[config.mk]
export PLATFORM = sky130hd
export DESIGN_NAME = riscv_branch_predictor
export DESIGN_NICKNAME = d
export VERILOG_FILES = /design/src/rtl/riscv_bp_pkg.sv /design/src/rtl/riscv_bp_sat_counter.sv /design/src/rtl/riscv_branch_predictor.sv
export SDC_FILE = /design/constraint.sdc
export NUM_CORES = 2
export LEC_CHECK = 0
export CAP_MARGIN = 20
export CORE_MARGIN = 5
export CORE_UTILIZATION = 35
export CTS_CLUSTER_DIAMETER = 40
export DETAILED_ROUTE_END_ITERATION = 8
export MAX_ROUTING_LAYER = met4
export PLACE_DENSITY_LB_ADDON = 0.15
export SKIP_CTS_REPAIR_TIMING = 1
export SLEW_MARGIN = 20
export SYNTH_ARGS = -nofsm -noshare
export SYNTH_HDL_FRONTEND = slang
export SYNTH_SLANG_ARGS = --single-unit
[constraint.sdc]
create_clock -name clk -period 4.5 [get_ports clk]
set_input_delay 0.9 -clock clk [delete_from_list [all_inputs] [get_ports clk]]
set_output_delay 0.9 -clock clk [all_outputs]
set_load 0.01 [all_outputs]
[src/rtl/riscv_bp_pkg.sv]
// Shared types and constants for the fetch-stage branch predictor.
// BTB entry layout, counter reset value and index/tag bit ranges for the default geometry.
package riscv_bp_pkg;

    localparam int BP_XLEN        = 64;
    localparam int BP_BHT_ENTRIES = 64;
    localparam int BP_BTB_ENTRIES = 16;
    localparam int BP_TAG_BITS    = 20;

    // pc[1:0] never participates in indexing.
    localparam int BP_IDX_LSB      = 2;
    localparam int BP_BHT_IDX_BITS = $clog2(BP_BHT_ENTRIES);
    localparam int BP_BHT_IDX_MSB  = BP_BHT_IDX_BITS + 1;
    localparam int BP_BTB_IDX_BITS = $clog2(BP_BTB_ENTRIES);
    localparam int BP_BTB_IDX_MSB  = BP_BTB_IDX_BITS + 1;
    localparam int BP_TAG_LSB      = BP_BTB_IDX_MSB + 1;
    localparam int BP_TAG_MSB      = BP_TAG_LSB + BP_TAG_BITS - 1;

    localparam logic [1:0]  BP_CTR_RESET = 2'b01;
    localparam logic [1:0]  BP_CTR_MAX   = 2'b11;
    localparam logic [1:0]  BP_CTR_MIN   = 2'b00;
    localparam logic [31:0] BP_EVT_MAX   = 32'hFFFF_FFFF;

    typedef struct packed {
        logic                   valid;
        logic [BP_TAG_BITS-1:0] tag;
        logic [BP_XLEN-1:0]     target;
        logic                   is_jump;
    } btb_entry_t;

    function automatic logic [1:0] sat_ctr_next(input logic [1:0] cnt,
                                                input logic       inc,
                                                input logic       dec);
        logic [1:0] nxt;
        nxt = cnt;
        if (inc && !dec && cnt != BP_CTR_MAX) begin
            nxt = cnt + 2'd1;
        end else if (dec && !inc && cnt != BP_CTR_MIN) begin
            nxt = cnt - 2'd1;
        end
        return nxt;
    endfunction

endpackage

[src/rtl/riscv_bp_sat_counter.sv]
// One BHT cell: 2-bit saturating counter, reset to weakly not-taken.
module riscv_bp_sat_counter
    import riscv_bp_pkg::*;
(
    input  logic       clk,
    input  logic       rst_n,
    input  logic       inc_i,
    input  logic       dec_i,
    output logic [1:0] cnt_o
);

    logic [1:0] cnt_q;
    logic [1:0] cnt_d;

    always_comb begin
        cnt_d = sat_ctr_next(cnt_q, inc_i, dec_i);
    end

    always_ff @(posedge clk or negedge rst_n) begin
        if (!rst_n) begin
            cnt_q <= BP_CTR_RESET;
        end else begin
            cnt_q <= cnt_d;
        end
    end

    assign cnt_o = cnt_q;

endmodule

[src/rtl/riscv_branch_predictor.sv]
// Fetch-stage predictor: BHT of 2-bit counters plus direct-mapped BTB, trained from execute,
// with a registered mispredict/redirect pulse and saturating event counters.
module riscv_branch_predictor
    import riscv_bp_pkg::*;
#(
    parameter int XLEN        = BP_XLEN,
    parameter int BHT_ENTRIES = BP_BHT_ENTRIES,
    parameter int BTB_ENTRIES = BP_BTB_ENTRIES,
    parameter int TAG_BITS    = BP_TAG_BITS
)
(
    input  logic            clk,
    input  logic            rst_n,
    input  logic            pred_req_valid,
    input  logic [XLEN-1:0] pred_pc,
    output logic            pred_valid,
    output logic            pred_taken,
    output logic [XLEN-1:0] pred_target,
    input  logic            flush,
    input  logic            upd_valid,
    input  logic [XLEN-1:0] upd_pc,
    input  logic            upd_is_branch,
    input  logic            upd_is_jump,
    input  logic            upd_taken,
    input  logic [XLEN-1:0] upd_target,
    input  logic            upd_pred_taken,
    input  logic [XLEN-1:0] upd_pred_target,
    output logic            mispredict,
    output logic [XLEN-1:0] redirect_pc,
    output logic [31:0]     branch_count,
    output logic [31:0]     mispredict_count
);

    localparam int BHT_IW  = $clog2(BHT_ENTRIES);
    localparam int BTB_IW  = $clog2(BTB_ENTRIES);
    localparam int TAG_LSB = BTB_IW + 2;

    logic [BHT_IW-1:0]   p_bht_idx;
    logic [BHT_IW-1:0]   u_bht_idx;
    logic [BTB_IW-1:0]   p_btb_idx;
    logic [BTB_IW-1:0]   u_btb_idx;
    logic [TAG_BITS-1:0] p_tag;
    logic [TAG_BITS-1:0] u_tag;

    assign p_bht_idx = pred_pc[BHT_IW+1:2];
    assign u_bht_idx = upd_pc[BHT_IW+1:2];
    assign p_btb_idx = pred_pc[BTB_IW+1:2];
    assign u_btb_idx = upd_pc[BTB_IW+1:2];
    assign p_tag     = pred_pc[TAG_LSB+TAG_BITS-1:TAG_LSB];
    assign u_tag     = upd_pc[TAG_LSB+TAG_BITS-1:TAG_LSB];

    // BHT: jumps and non-branch updates never touch the counters.
    logic       bht_train;
    logic [1:0] bht_cnt [BHT_ENTRIES];

    assign bht_train = upd_valid && upd_is_branch;

    for (genvar g = 0; g < BHT_ENTRIES; g++) begin : g_bht
        logic sel;
        assign sel = bht_train && (u_bht_idx == BHT_IW'(g));
        riscv_bp_sat_counter u_ctr (
            .clk   (clk),
            .rst_n (rst_n),
            .inc_i (sel && upd_taken),
            .dec_i (sel && !upd_taken),
            .cnt_o (bht_cnt[g])
        );
    end

    // BTB: only the valid bits are reset; tag/target/is_jump are qualified by valid.
    logic                btb_wr;
    logic                btb_vld_q [BTB_ENTRIES];
    logic [TAG_BITS-1:0] btb_tag_q [BTB_ENTRIES];
    logic [XLEN-1:0]     btb_tgt_q [BTB_ENTRIES];
    logic                btb_jmp_q [BTB_ENTRIES];

    assign btb_wr = upd_valid && upd_taken;

    always_ff @(posedge clk or negedge rst_n) begin
        if (!rst_n) begin
            for (int i = 0; i < BTB_ENTRIES; i++) begin
                btb_vld_q[i] <= 1'b0;
            end
        end else if (btb_wr) begin
            btb_vld_q[u_btb_idx] <= 1'b1;
        end
    end

    always_ff @(posedge clk) begin
        if (btb_wr) begin
            btb_tag_q[u_btb_idx] <= u_tag;
            btb_tgt_q[u_btb_idx] <= upd_target;
            btb_jmp_q[u_btb_idx] <= upd_is_jump;
        end
    end

    // Lookup reads the pre-edge table contents, so a same-cycle update is not visible.
    btb_entry_t      rd_entry;
    logic            p_hit;
    logic            p_taken;
    logic [XLEN-1:0] p_target;

    always_comb begin
        rd_entry.valid   = btb_vld_q[p_btb_idx];
        rd_entry.tag     = btb_tag_q[p_btb_idx];
        rd_entry.target  = btb_tgt_q[p_btb_idx];
        rd_entry.is_jump = btb_jmp_q[p_btb_idx];
        p_hit    = rd_entry.valid && (rd_entry.tag == p_tag);
        p_taken  = p_hit && (rd_entry.is_jump || bht_cnt[p_bht_idx][1]);
        p_target = p_taken ? rd_entry.target : pred_pc + XLEN'(4);
    end

    // Prediction register: taken/target hold whenever no prediction is loaded.
    logic            pred_load;
    logic            pred_valid_q, pred_valid_d;
    logic            pred_taken_q, pred_taken_d;
    logic [XLEN-1:0] pred_target_q, pred_target_d;

    assign pred_load = pred_req_valid && !flush;

    always_comb begin
        pred_valid_d  = pred_load;
        pred_taken_d  = pred_taken_q;
        pred_target_d = pred_target_q;
        if (pred_load) begin
            pred_taken_d  = p_taken;
            pred_target_d = p_target;
        end
    end

    always_ff @(posedge clk or negedge rst_n) begin
        if (!rst_n) begin
            pred_valid_q  <= 1'b0;
            pred_taken_q  <= 1'b0;
            pred_target_q <= '0;
        end else begin
            pred_valid_q  <= pred_valid_d;
            pred_taken_q  <= pred_taken_d;
            pred_target_q <= pred_target_d;
        end
    end

    // Mispredict: direction disagrees, or taken with a different target.
    logic            mis_q, mis_d;
    logic [XLEN-1:0] redir_q, redir_d;
    logic [31:0]     bcnt_q, bcnt_d;
    logic [31:0]     mcnt_q, mcnt_d;

    always_comb begin
        mis_d   = upd_valid && ((upd_taken != upd_pred_taken) ||
                                (upd_taken && (upd_target != upd_pred_target)));
        redir_d = redir_q;
        if (mis_d) begin
            redir_d = upd_taken ? upd_target : upd_pc + XLEN'(4);
        end
        bcnt_d = bcnt_q;
        if (upd_valid && bcnt_q != BP_EVT_MAX) begin
            bcnt_d = bcnt_q + 32'd1;
        end
        mcnt_d = mcnt_q;
        if (mis_d && mcnt_q != BP_EVT_MAX) begin
            mcnt_d = mcnt_q + 32'd1;
        end
    end

    always_ff @(posedge clk or negedge rst_n) begin
        if (!rst_n) begin
            mis_q   <= 1'b0;
            redir_q <= '0;
            bcnt_q  <= '0;
            mcnt_q  <= '0;
        end else begin
            mis_q   <= mis_d;
            redir_q <= redir_d;
            bcnt_q  <= bcnt_d;
            mcnt_q  <= mcnt_d;
        end
    end

    assign pred_valid       = pred_valid_q;
    assign pred_taken       = pred_taken_q;
    assign pred_target      = pred_target_q;
    assign mispredict       = mis_q;
    assign redirect_pc      = redir_q;
    assign branch_count     = bcnt_q;
    assign mispredict_count = mcnt_q;

endmodule
==> impl_metrics.toml <==
[detailed_routing]
drc_errors = 0
wire_per_inst_um = 30.5
drtIter0Drc = 4532
drt_wl_total_um = 250000
dr.pass1.iters = 6
num_vias = 45000
vias_per_cell = 5.51
drtAntennaViolNets = 0

[power_and_ir_drop]
peakVddDrop_uv = 418
power_density_mw_per_mm2 = 473
totalPowerFinal_uw = 43700
p_leak_uw = 0.0312

[worst_setup_path]
path_cells = "mux4_2 -> mux4_2 -> xnor2_1 -> a211oi_1 -> o2111ai_1 -> or4_4 -> buf_12 -> or4_1 -> a31o_1"
arrival_ns = 4.56
crit_slowest_cell = "or4_4"
cpPeakStageDelay_ns = 0.65
crit_path_end_kind = "register"
worstRegToRegCells = 9
r2r-start = "btb_tag_q[11][2]$_DFFE_PP_"
path_class = "register to register"
cp_max_fo = 44
cp_top_family = "simple AND/OR/NAND/NOR gates"
startpoint_type = "register"
cp.required_ns = 5.29
cp_common_cell = "mux4_2"
cp_num_buf_inv = 1
r2r_end = "pred_target[50]$_DFFE_PN0P_"
r2r_slack_ns = 0.73

[global_routing]
grt_pass1_wl_um = 350000
grt-ovfl-total = 0
antenna_found_initial = 17
track_usage = 0.235
grt_max_degree = 99
grt_pass1_vias = 45600

[sta]
fin_crit_sh = 0.837
rsz0062_at_grt = "no"
setup_ws_ns = 0.731
finClkSkew_ns = 0.0496
slew_violations = 0
hold_viol = 0
period_minus_slack_ns = 3.77
slew_headroom = 0.265
fmax_mhz = 265
finalSetupViolCount = 0
tightest_slew_ns = 1.09

[worst_hold_path]
hp-class = "register to register"
hold_depth = 1
holdPathEnd = "btb_vld_q[9]$_DFFE_PN0P_"
hp-start = "btb_vld_q[9]$_DFFE_PN0P_"

[synthesis]
async_flop_share = 0.200
yosys.area.top_type = "edfxtp_1"
synth_most_common_cell = "edfxtp_1"
yosysTopAreaCellShare = 0.568
synth.area.top_cells = "edfxtp_1 57%, mux4_2 13%, dfrtp_1 9.6%, dfstp_2 2.3%, xnor2_1 2.0%"
syn_nets = 4607
synth_cell_types = 76
synthTopCellsByCount = "1360 x edfxtp_1, 411 x mux4_2, 294 x nor2_1"
yosys_warnings = 0
syn_inst = 4335
synth_area_mm2 = 0.0719
synth.yosys.seq_area_share = 0.688
syn_area_per_cell_um2 = 16.6
synth-seq-cells = 1699
synth_ff_type = "edfxtp_1"
synth_edf_count = 1360

[place]
place_area_mm2 = 0.0825
dpl.cell_count = 7631
portBuffers = 459
dp_hpwl_um = 161000
gp_congestion = 0.859
dpl_worst_slack_ns = -0.131

[layout]
areaGrowthSynthToFinish_pct = 28.6
post-route-cell-area_mm2 = 0.0924
stdcell_count = 8174
layout-drive-gt1-share = 0.264
nets = 5519
nFillCells = 17900

[clocking]
clock_latency_ns = 0.92
root_buffer = "clkbuf_16"
cts_max_level = 5
cts_tree = "done"
cts_buffers = 301
cts_sinks = 1699
path_clk_slew_ns = 0.05
cts_buffer_depth = 4

[die]
core_area_mm2 = 0.204
dieHeight_um = 463
rows = 166
initial_core_util = 0.352
dieArea_mm2 = 0.214
io_pins = 460
die_w_um = 463

[run_status]
status = "completed"

[run]
cap_violations = 0
==> cells in the final DEF (no fill, tap or decap), types with 62 or more instances in the layout <==
cell type / netlist / routed
buf_4: 14 / 307
o21ai_0: 240 / 240
clkbuf_16: 0 / 306
edfxtp_1: 1360 / 1360
clkdlybuf4s50_1: 0 / 453
inv_1: 62 / 62
nand2_1: 255 / 255
mux2i_1: 68 / 68
nor2_1: 294 / 277
xor2_1: 87 / 87
mux4_2: 411 / 411
dfrtp_1: 275 / 275
xnor2_1: 165 / 165
dfstp_2: 64 / 64
buf_12: 0 / 62
nand3_1: 95 / 95
a21oi_1: 121 / 121
==> kinds of logic (layout without fill, tap and decap cells) <==
kind of cell | Yosys count | count (layout) | share of synthesized area
compound gates | 621 | 621 | 0.0537
xor+xnor | 252 | 252 | 0.0307
fa+ha+maj | 7 | 7 | 0.00122
buf+inv | 285 | 1422 | 0.0185
flops | 1699 | 1699 | 0.688
mux | 526 | 526 | 0.146
other cells | 0 | 14 | 0
simple gates | 945 | 945 | 0.0625
==> routing by layer <==
metal	wire, um	global-route usage	share of wire	vias up
li1	-	-	-	19100
met1	104000	0.303	0.42	23900
met2	122000	0.380	0.49	1656
met3	14200	0.0367	0.057	423
met4	9630	0.0851	0.039	0
met5	0	-	0	-
==> through the flow <==
step / TNS, ns / utilization / hold WS [ns]
finish: 0 / 0.452 / 0.461
global route: 0 / 0.452 / 0.471
CTS: 0 / 0.452 / -0.0499
detailed placement: -2.55 / 0.404 / 0.448
global placement: -0.503 / 0.404 / 0.446
floorplan: -1249.81 / - / 0.432
==> report_power, final <==
part | total [uW] | switching (uW) | internal (uW)
Clock | 22300 | 8020 | 14300
Combinational | 3500 | 1900 | 1600
Sequential | 17800 | 358 | 17500
==> worst max path at each step <==
stage	startpoint	end	slack, ns	cells past startpoint
after global placement	upd_target[11]	redirect_pc[41]$_DFFE_PN0P_	-0.06	11
final	btb_tag_q[11][2]$_DFFE_PP_	pred_target[50]$_DFFE_PN0P_	0.73	9
after detailed placement	upd_target[11]	redirect_pc[41]$_DFFE_PN0P_	-0.13	11
after CTS	btb_tag_q[1][2]$_DFFE_PP_	pred_target[19]$_DFFE_PN0P_	0.66	9
after floorplan	upd_pc[4]	btb_vld_q[10]$_DFFE_PN0P_	-1.23	5
after global routing	btb_tag_q[11][2]$_DFFE_PP_	pred_target[13]$_DFFE_PN0P_	0.57	9
==> flip-flops by register name, summed over array words and instances, names as in the netlist <==
name and cells:
btb_tgt_q 1024, branch_count 32, btb_vld_q 16, pred_valid 1, g_bht.u_ctr.cnt_o 128, pred_target 64
btb_jmp_q 16, redirect_pc 64, pred_taken 1, mispredict 1, btb_tag_q 320, mispredict_count 32
==> final cells by class <==
class,count,area (um2),area share
clock inverter,179,1930,0.0209
sequential,1699,49400,0.535
inverter,65,248,0.00268
timing repair buffer,829,8170,0.0884
clock buffer,349,7960,0.0861
multi-input combinational,2351,21300,0.230
antenna,14,35.0,0.000379
tap,2688,3360,0.0364
==> worst reg2reg max path, stage by stage, from the launching register on <==
cell and delay, ns:
edfxtp_1 0.36, mux4_2 0.47, mux4_2 0.55, xnor2_1 0.16, a211oi_1 0.19, o2111ai_1 0.23, or4_4 0.65, buf_12 0.21
or4_1 0.61, a31o_1 0.23
Power figures use the tool's default switching activity.
